**config.mk**
```make
export PLATFORM = sky130hd
export DESIGN_NAME = vr_rr_arbiter
export DESIGN_NICKNAME = d
export VERILOG_FILES = /design/src/rtl/vr_arb_pkg.sv /design/src/rtl/vr_rr_arbiter_rr_pick.sv /design/src/rtl/vr_rr_arbiter.sv
export SDC_FILE = /design/constraint.sdc
export NUM_CORES = 1
export LEC_CHECK = 0
export ABC_AREA = 1
export ABC_CLOCK_PERIOD_IN_PS = 2960
export CORE_MARGIN = 5
export CORE_UTILIZATION = 38
export DETAILED_ROUTE_END_ITERATION = 6
export GPL_TIMING_DRIVEN = 0
export PLACE_DENSITY_LB_ADDON = 0.25
export SLEW_MARGIN = 0
export SYNTH_ARGS = -nofsm -noshare
export SYNTH_HDL_FRONTEND = slang
export SYNTH_SLANG_ARGS = --single-unit
export TNS_END_PERCENT = 20
```
**constraint.sdc**
```tcl
create_clock -name clk -period 2.96 [get_ports clk]
set_input_delay 0.296 -clock clk [delete_from_list [all_inputs] [get_ports clk]]
set_output_delay 0.296 -clock clk [all_outputs]
set_load 0.02 [all_outputs]
```
**src/rtl/vr_arb_pkg.sv**
```systemverilog
// Shared types and helpers for the valid/ready round-robin arbiter family.
package vr_arb_pkg;

  typedef enum logic {
    UNLOCKED = 1'b0,
    LOCKED   = 1'b1
  } lock_state_e;

  // Wrap increment that works for any requester count, not only powers of two.
  function automatic int unsigned next_idx(input int unsigned idx, input int unsigned n);
    return (idx == n - 1) ? 0 : idx + 1;
  endfunction

endpackage

```
**src/rtl/vr_rr_arbiter_rr_pick.sv**
```systemverilog
// Combinational round-robin picker: first asserted request at or after ptr_i,
// wrapping explicitly at NUM_REQ.
module rr_pick
  import vr_arb_pkg::*;
#(
  parameter int NUM_REQ = 4,
  parameter int IDX_W   = $clog2(NUM_REQ)
) (
  input  logic [NUM_REQ-1:0] req_i,
  input  logic [IDX_W-1:0]   ptr_i,
  output logic               any_o,
  output logic [IDX_W-1:0]   winner_o,
  output logic [NUM_REQ-1:0] grant_o
);

  always_comb begin
    int unsigned idx;
    idx      = 0;
    any_o    = 1'b0;
    winner_o = '0;
    grant_o  = '0;
    for (int k = 0; k < NUM_REQ; k++) begin
      idx = 32'(ptr_i) + 32'(k);
      if (idx >= 32'(NUM_REQ)) idx = idx - 32'(NUM_REQ);
      if (!any_o && req_i[IDX_W'(idx)]) begin
        any_o    = 1'b1;
        winner_o = IDX_W'(idx);
      end
    end
    if (any_o) grant_o[winner_o] = 1'b1;
  end

endmodule

```
**src/rtl/vr_rr_arbiter.sv**
```systemverilog
// N-to-1 round-robin valid/ready arbiter with a single registered output stage.
// Optional packet locking on last_up_in is enabled by defining VR_ARB_LAST_LOCK_EN.
module vr_rr_arbiter
  import vr_arb_pkg::*;
#(
  parameter int WIDTH   = 32,
  parameter int NUM_REQ = 4,
  parameter int IDX_W   = $clog2(NUM_REQ)
) (
  input  logic                     clk,
  input  logic                     rst_n,
  input  logic [NUM_REQ*WIDTH-1:0] data_in,
  input  logic [NUM_REQ-1:0]       valid_up_in,
  output logic [NUM_REQ-1:0]       ready_up_out,
`ifdef VR_ARB_LAST_LOCK_EN
  input  logic [NUM_REQ-1:0]       last_up_in,
  output logic                     last_down_out,
`endif
  output logic [WIDTH-1:0]         data_out,
  output logic                     valid_down_out,
  input  logic                     ready_down_in,
  output logic [IDX_W-1:0]         grant_id_out
);

  logic [IDX_W-1:0]   ptr_q, ptr_d;
  logic               valid_q, valid_d;
  logic [WIDTH-1:0]   data_q, data_d;
  logic [IDX_W-1:0]   gid_q, gid_d;

  logic [NUM_REQ-1:0] req_eff;
  logic               pick_any;
  logic [IDX_W-1:0]   winner;
  logic [NUM_REQ-1:0] pick_gnt;
  logic               can_load, up_fire, down_fire, adv_ptr;

  rr_pick #(
    .NUM_REQ (NUM_REQ),
    .IDX_W   (IDX_W)
  ) u_pick (
    .req_i    (req_eff),
    .ptr_i    (ptr_q),
    .any_o    (pick_any),
    .winner_o (winner),
    .grant_o  (pick_gnt)
  );

  assign can_load     = ~valid_q | ready_down_in;
  assign down_fire    = valid_q & ready_down_in;
  assign ready_up_out = (can_load & pick_any) ? pick_gnt : '0;
  assign up_fire      = |(ready_up_out & valid_up_in);

`ifdef VR_ARB_LAST_LOCK_EN
  lock_state_e      state_q, state_d;
  logic [IDX_W-1:0] owner_q, owner_d;
  logic             last_q;

  // While locked only the owner may compete; an absent owner yields no grant.
  always_comb begin
    req_eff = valid_up_in;
    if (state_q == LOCKED) begin
      req_eff          = '0;
      req_eff[owner_q] = valid_up_in[owner_q];
    end
  end

  always_comb begin
    state_d = state_q;
    owner_d = owner_q;
    case (state_q)
      UNLOCKED: if (up_fire && !last_up_in[winner]) begin
        state_d = LOCKED;
        owner_d = winner;
      end
      LOCKED:   if (up_fire && last_up_in[owner_q]) state_d = UNLOCKED;
      default:  state_d = UNLOCKED;
    endcase
  end

  // Fairness only moves when a packet completes.
  assign adv_ptr = up_fire & last_up_in[winner];

  always_ff @(posedge clk or negedge rst_n) begin
    if (!rst_n) begin
      state_q <= UNLOCKED;
      owner_q <= '0;
      last_q  <= 1'b0;
    end else begin
      state_q <= state_d;
      owner_q <= owner_d;
      if (up_fire) last_q <= last_up_in[winner];
    end
  end

  assign last_down_out = last_q;
`else
  assign req_eff = valid_up_in;
  assign adv_ptr = up_fire;
`endif

  // A new beat replaces a draining one on the same edge, so no bubble appears.
  always_comb begin
    valid_d = valid_q;
    data_d  = data_q;
    gid_d   = gid_q;
    ptr_d   = ptr_q;
    if (up_fire) begin
      valid_d = 1'b1;
      data_d  = data_in[winner*WIDTH +: WIDTH];
      gid_d   = winner;
    end else if (down_fire) begin
      valid_d = 1'b0;
    end
    if (adv_ptr) ptr_d = IDX_W'(next_idx(32'(winner), NUM_REQ));
  end

  always_ff @(posedge clk or negedge rst_n) begin
    if (!rst_n) begin
      valid_q <= 1'b0;
      data_q  <= '0;
      gid_q   <= '0;
      ptr_q   <= '0;
    end else begin
      valid_q <= valid_d;
      data_q  <= data_d;
      gid_q   <= gid_d;
      ptr_q   <= ptr_d;
    end
  end

  assign data_out       = data_q;
  assign valid_down_out = valid_q;
  assign grant_id_out   = gid_q;

endmodule

```
* Word level (Yosys, flattened, before mapping) *
Index checks and enable logic that the tools add are counted.

cells by class
  eq/ne operators = 1
  order comparisons = 10
  $add $sub $neg = 8
  mux-type cells = 27
  reductions and logical operators = 9
  shifts and indexed selects = 1
  bitwise gates (word level) = 5

operator list
  cell                                                         number
  variable part select 128 x 8 -> 32 bit                       1
  two-way mux 2 bit                                            9
  less-than comparator 2 x 3 -> 1 bit (second input constant)  5
  two-way mux 1 bit                                            11
  >= comparator 3 bit (second input constant)                  3
  binary-select mux 1 bit (select 2 bit)                       4
  two-way mux 4 bit                                            2
  subtractor 2 x 1 -> 2 bit (second input constant)            4
  adder 2 x 2 -> 3 bit (second input constant)                 2
  AND 4 bit                                                    1
  logical AND 1 bit                                            4
  OR reduction 4 bit                                           1
  adder 2 x 1 -> 3 bit (second input constant)                 1
  >= comparator 2 x 3 -> 1 bit (second input constant)         1
  logical NOT 1 bit                                            3
  adder 2 x 1 -> 2 bit (second input constant)                 1
  AND 1 bit                                                    2
  demux 1 bit (select 2 bit)                                   1
  equality test 2 bit (second input constant)                  1
  >= comparator 2 x 1 -> 1 bit (second input constant)         1
  nonzero test 2 bit                                           1
  NOT 1 bit                                                    1
  OR 1 bit                                                     1

storage, ports and cells
  register bits after elaboration = 37
  input port bits = 135

* Logic depth before layout (Yosys ltp) *
Gate-level depths: netlist of run 1.

  word-level depth = 23
  mapped depth = 18

* Cells and area by module *
From an unflattened synthesis of run 1, not the netlist that was laid out.

second synthesis, totals
  cells, all modules = 463
  area, all modules = 2947.8 um^2

by module, submodules not included
  module         cells an instance  sequential area each (um^2)  area each (um^2)  times used
  vr_rr_arbiter  389                925.9                        2555.0            1
  rr_pick        74                 0.0                          392.9             1

* Worst setup path before layout of run 1 *
Ideal clock, no wire load.

  path type = register to register
  start point = register ptr_q[0]
  end point = register data_q[23] (netlist: data_out[23])
  stages on the path, launching flop included = 18
  period minus slack after synthesis = 2363 ps
  buffers on the path = 4
  arrival time = 2245 ps
  slack = 597 ps
  setup time = 117 ps
  required time = 2843 ps
  cell sequence = dfrtp_1 buf_4 nand2_1 nand2_1 nand2_1 inv_1 a21boi_1 nand2_1 nor2_4 inv_1 buf_2 ha_1 nand4_1 nand3_4 buf_6 buf_6 nand3_1 nand2_1

between the ends
  cells in the longest elaborated chain, start to end = 22

ends and longest elaborated chain
  what                                                           line                  source
  start: declaration                                             vr_rr_arbiter.sv:25   logic [IDX_W-1:0] ptr_q, ptr_d;
  start signal: assignment                                       vr_rr_arbiter.sv:126  ptr_q <= ptr_d;
  branches (longest 22 deep; another with adder 2 x 1 -> 3 bit)  -
  end signal: assignment                                         vr_rr_arbiter.sv:124  data_q <= data_d;
  end: declaration                                               vr_rr_arbiter.sv:27   logic [WIDTH-1:0] data_q, data_d;

Several ways; the timed one is not identified. The select of a mux whose other input is x is not followed.
A chain may end at the register's enable or synchronous reset.

* Worst setup path in the final report of run 1 *
  start point = register ptr_q[0]
  end point = output ready_up_out[2]

between the ends
  cells in the longest elaborated chain, start to end = 20

ends and longest elaborated chain
  what                                                           line                 source
  branches (longest 19 deep; another with adder 2 x 1 -> 3 bit)  -
  two-way mux 4 bit (*)                                          vr_rr_arbiter.sv:49  assign ready_up_out = (can_load & pick_any) ? pick_gnt : '0;
  end: declaration                                               vr_rr_arbiter.sv:14  output logic [NUM_REQ-1:0] ready_up_out,

Every way passes the cells marked *. The select of a mux whose other input is x is not followed.

==> results_dict.tcl, run 1 <==
set metrics [dict create \
    status "complete, no violations" \
    grt_antenna_before_repair 0 \
    area_growth_pct 71.7 \
    arrival_ps 2480 \
    min_period_ps 2780 \
    power_uw 7320 \
    required_ps 2660 \
    h-tree-depth 2 \
    drc 0 \
    endpoint_kind "primary output" \
    hold_viol_final 0 \
    initial_core_util_pct 38.9 \
    vias 3781 \
    finalClockSkew_ps 7.80 \
    drive_above_1_share_pct 8.20 \
    via_per_inst 5.16 \
    register_area_um2 926 \
    grtUsageTotal_pct 24.6 \
    rows 31 \
    netlist_instances 450 \
    place.gp.congestion 0.907 \
    final_antenna_net_count 0 \
    crit_path_max_fanout 11 \
    clock_latency_ps 300 \
    crit_path_start "ptr_q[0]" \
    ff2ff_path_depth 17 \
    synthTopCellsByArea "dfrtp_1 (33%), nand3_1 (29%), nand2_1 (23%)" \
    synth_area_um2 2820 \
    dieArea_um2 9250 \
    root_buffer "clkbuf_8" \
    period_share_pct 93.8 \
    powerDensity_nw_per_um2 1510 \
    grt_max_degree 38 \
    yosys_warnings 0 \
    portBuffers 173 \
    io_pins 174 \
    die_width_um 96.2 \
    cts_tree "built" \
    numClockSinks 37 \
    ys.flop_type "dfrtp_1" \
    cts_buffers 5 \
    clkTransAtPathRegs_ps 80 \
    post_drt_wl_per_cell_um 15.7 \
    multi_input_area_um2 1660 \
    core-area_um2 7250 \
    synth.most_common_cell "nand2_1" \
    drv_slew 0 \
    grt_pass1_wl_um 17800 \
    first_pass_iters 5 \
    nets 770 \
    ys_seq_elements 37 \
    grt_pass1_vias 3757 \
    min_path_type "in -> async" \
    yosys.cell_types.count 23 \
    dp_hpwl_um 8820 \
    r2r-start "ptr_q[0]" \
    gr-total-overflow 0 \
    tightest_slew_ps 874 \
    yosysSeqAreaShare_pct 32.8 \
    slew-limit-headroom_pct 41.7 \
    synth.top_cell.area_share_pct 32.8 \
    nFillCells 669 \
    rsz0062_at_grt "no" \
    peakVddDrop_uv 600 \
    postSynthAreaPerCell_um2 6.27 \
    netlist_top_cells_count "nand2_1 (172), nand3_1 (165), dfrtp_1 (37), buf_2 (19), inv_1 (13)" \
    power.leakage_uw 0.00229 \
    cp-start-kind "flop" \
    n_antenna_cell 0 \
    fmax_ghz 0.360 \
    chipHeight_um 96.2 \
    tns_ps 0 \
    synth_edf_count 0 \
    syn-num-nets 587 \
    finalSetupViolCount 0 \
    crit_type "reg -> out" \
    drv_cap 0 \
    clk_path_buf_depth 2 \
    wl_um 11500 \
    synth_top_cell_by_area "dfrtp_1" \
    reg2reg_slack_ps 300 \
    first_iter_violations 226 \
    synth-async-reset-ratio_pct 100 \
]
[metal layers]
layer	share of wire, %	up-vias	track usage [%]
met5	0	-	0
met4	1.7	0	6.75
met3	10	18	6.33
met2	49	170	43.5
met1	40	1740	29.2
li1	-	1853	-
[stage by stage]
step	cells	hold slack, ps	utilization, %	instance area (µm²)	setup WS, ps
after global placement	722	456	64.5	4680	-264
final	733	107	66.8	4850	184
after global routing	733	176	66.8	4850	22.8
after CTS	730	148	66.5	4820	1.34
after detailed placement	722	464	64.4	4670	-340
after floorplan	450	0.409	-	2820	597
[worst max-delay path: stages (launching register included)]
cell and delay (ps):
dfrtp_1 390, buf_4 170, nand2_1 60, nand2_1 100, nand2_2 100, inv_1 40
a21boi_1 150, nand2_1 120, nor2_4 250, inv_4 90, buf_6 160, ha_1 200
inv_1 60, nor2_1 40, clkdlybuf4s15_2 250
[state kept, by name (all words and copies together), names as in the netlist]
name	flops
data_out	32
grant_id_out	2
ptr_q	2
valid_down_out	1
[area by class of cell]
class	instances	area share (%)
Sequential cell	37	19.1
Tap cell	99	2.56
Inverter	16	1.29
Clock buffer	5	1.42
Multi-Input combinational cell	362	34.2
Timing Repair Buffer	176	36.0
Buffer	35	4.00
Clock inverter	3	1.42
[power breakdown]
group          internal, µW  switching, µW  total (µW)
Clock                   340            207         546
Combinational          2190           3620        5810
Sequential              824            145         969
[layout by cell type, fill, tap and decap left out, drive strengths merged]
cell type	n
dfrtp	37
bufinv	2
a21boi	1
nor2	9
ha	2
dlymetal6s2s	1
inv	17
nand2	175
clkdlybuf4s15	1
a21oi	1
nand3	167
clkdlybuf4s50	168
dlygate4sd2	1
clkbuf	13
buf	32
o21ai	4
o21a	1
nand4	2
[kinds of logic after synthesis]
logic type,after synthesis,share of synthesized area [%]
buffers and inverters,51,8.69
adder cells (fa/ha/maj),2,0.886
AND/OR/NAND/NOR,353,56.2
AO/OA/AOI/OAI,7,1.42
flip-flops,37,32.8
[worst paths after layout]
check	end
setup / recovery	ready_up_out[2]
hold / removal	data_out[4]
setup reg to reg	data_out[28]
hold reg to reg	data_out[29]
max in group asynchronous	data_out[25]
min in group clk	data_out[29]
[timing repair]
item / in CTS / in global routing
pin swaps: 1 / 1
resized for setup: 10 / 6
hold buffers: 0 / 0
endpoints found under the setup margin: 4 / 33
buffers inserted: 0 / 3
No activity file was read; power rests on OpenSTA's default activity.
==> run 2, diff against run 1 <==
SETUP_SLACK_MARGIN = 0.3   (was not set)
==> run 2 against run 1 <==
Worst setup slack improved by 200 ps. Count of clock-buffer cells in the layout did not move. Critical endpoint is now ready_up_out[3]. Die area unchanged. Clock skew down 1.1 ps. Largest power group unchanged. Design area rose by 1.8%.
==> results_dict.tcl, run 2 (synthesized netlist as in run 1, its figures left out) <==
set metrics [dict create \
    root_buffer "clkbuf_8" \
    p_sw_uw 4080 \
    slowest_stage "dfrtp_1" \
    drive_above_1_share_pct 10.3 \
    cts_tree "built" \
    critPathMaxStageDelay_ps 400 \
    dieArea_um2 9250 \
    final_cell_mix "clkdlybuf4s50_1 (168), nand2_1 (165), nand3_1 (164)" \
    arrival_ps 2280 \
    grtUsageTotal_pct 24.7 \
    powerDensity_nw_per_um2 1540 \
    clkTransAtPathRegs_ps 80 \
    drc 0 \
    drv_cap 0 \
    r2r-start "ptr_q[0]" \
    die_width_um 96.2 \
    path_cells "buf_6, nand2_1, nand2_2, o21ai_0, nand3_2, nand2_2, nand2_4, buf_8, inv_2, ha_2, inv_1, nor2_1, buf_4" \
    clk_path_buf_depth 2 \
    cts_buffers 5 \
    place.gp.congestion 0.907 \
    timing.rr.end "data_out[28]" \
    core-area_um2 7250 \
    cp-start-kind "flop" \
    fmax_ghz 0.388 \
    portBuffers 173 \
    crit_path_start "ptr_q[0]" \
    ctsHoldBuffers 0 \
    rsz0062_at_grt "yes" \
    min_period_ps 2580 \
    wl_um 11700 \
    via_per_inst 5.17 \
    n_antenna_cell 0 \
    period_share_pct 87.1 \
    power.share.clock_pct 7.2 \
    reg2reg_slack_ps 460 \
    status "complete, no violations" \
    crit_buf_inv 5 \
    fin_util_pct 68.0 \
    ff2ff_path_depth 15 \
    first_pass_iters 4 \
    final_common_cell "clkdlybuf4s50_1" \
    first_iter_violations 221 \
    crit_type "reg -> out" \
    finalClockSkew_ps 6.74 \
    drv_slew 0 \
    nets 776 \
    power.leakage_uw 0.00232 \
    finalSetupViolCount 0 \
    tightest_slew_ps 874 \
    area_growth_pct 74.8 \
    crit_path_max_fanout 10 \
    grt_max_degree 38 \
    grt_pass1_vias 3755 \
    numClockSinks 37 \
    vias 3823 \
    gr-total-overflow 0 \
    chipHeight_um 96.2 \
    hold_viol_final 0 \
    switching_share_pct 53.7 \
    dp_hpwl_um 8820 \
    post_drt_wl_per_cell_um 15.9 \
    cp_top_family "simple AND/OR/NAND/NOR gates" \
    final_antenna_net_count 0 \
    clock_latency_ps 300 \
    timing.hold.ws_ps 97.7 \
    pwr-share-seq_pct 12.8 \
    grt_antenna_before_repair 0 \
    io_pins 174 \
    crit_path_frequent_cell "nand2_2" \
    rows 31 \
    initial_core_util_pct 38.9 \
    comb_power_share_pct 80.0 \
    min_path_type "in -> async" \
    grt_pass1_wl_um 17900 \
    required_ps 2660 \
    peakVddDrop_uv 601 \
    h-tree-depth 2 \
    slew-limit-headroom_pct 41.7 \
    largest_reg_flops 32 \
    internal_power_uw 3520 \
    endpoint_kind "primary output" \
]
## run 2: cell count changes in the layout (fill, tap and decap cells not counted), sizes merged
cell / previous run / this run
dlygate4sd2: 1 / 2
dlymetal6s2s: 1 / 0
clkdlybuf4s15: 1 / 0
buf: 32 / 38
clkbuf: 13 / 14
## run 2: through the flow
| stage | setup WS (ps) | TNS [ps] | area (µm²) | instances | total power [µW] |
|---|---|---|---|---|---|
| floorplan | 597 | 0 | 2820 | 450 | 4770 |
| global placement | -264 | -2590 | 4680 | 722 | 6510 |
| detailed placement | -340 | -4980 | 4670 | 722 | 6680 |
| CTS | 301 | 0 | 4840 | 732 | 7350 |
| global route | 241 | 0 | 4930 | 739 | 8300 |
| finish | 382 | 0 | 4930 | 739 | 7610 |
## run 2: worst register-to-register path, cell delays in order, from the launching register on
cell     delay (ps)
dfrtp_1         400
buf_6           150
nand2_1          70
nand2_2          80
o21ai_0         310
nand3_2         130
nand2_2         110
nand2_4          80
buf_8           140
ha_1            210
nand4_1         140
nand3_4         100
inv_2           120
buf_2           250
nand2_1          80
nand2_1          80
## run 2: final cells by class
class	instances	area, µm²
Inverter	16	62.6
Fill cell	657	2320
Tap cell	99	124
Sequential cell	37	926
Timing Repair Buffer	182	1790
Multi-Input combinational cell	362	1690
Buffer	35	211
Clock inverter	3	68.8
Clock buffer	5	68.8
## run 2: per-layer routing
metal | wire (µm) | global-route usage [%] | share of wire [%]
met1 | 4590 | 29.6 | 39
met2 | 5710 | 43.6 | 49
met3 | 1220 | 6.25 | 10
met4 | 204 | 6.52 | 1.7
met5 | 0 | 0 | 0
## run 2: power by group through the flow
stage | Combinational (µW) | Clock [µW] | Sequential (µW)
floorplan | 3510 | 0 | 1260
global placement | 5550 | 0 | 962
detailed placement | 5700 | 0 | 973
CTS | 5830 | 554 | 966
global route | 6730 | 577 | 997
finish | 6090 | 549 | 970
## run 2: worst max path at each step
stage	endpoint	slack (ps)	depth (start not counted)
after floorplan	data_out[23]	600	17
after global placement	ready_up_out[3]	-260	15
after detailed placement	ready_up_out[2]	-340	15
after CTS	ready_up_out[3]	300	15
after global routing	ready_up_out[3]	240	15
final	ready_up_out[3]	380	13
## run 2: what timing repair did
action	4_1_cts	5_1_grt
endpoints found under the setup margin	41	35
pin swaps	1	6
buffers inserted	2	7
gates resized for setup	21	13
==> run 3, diff against run 2 <==
TNS_END_PERCENT = not set   (was 20)
==> results of run 3 <==
The final DEF is identical to that of run 2; final timing and power are the same.
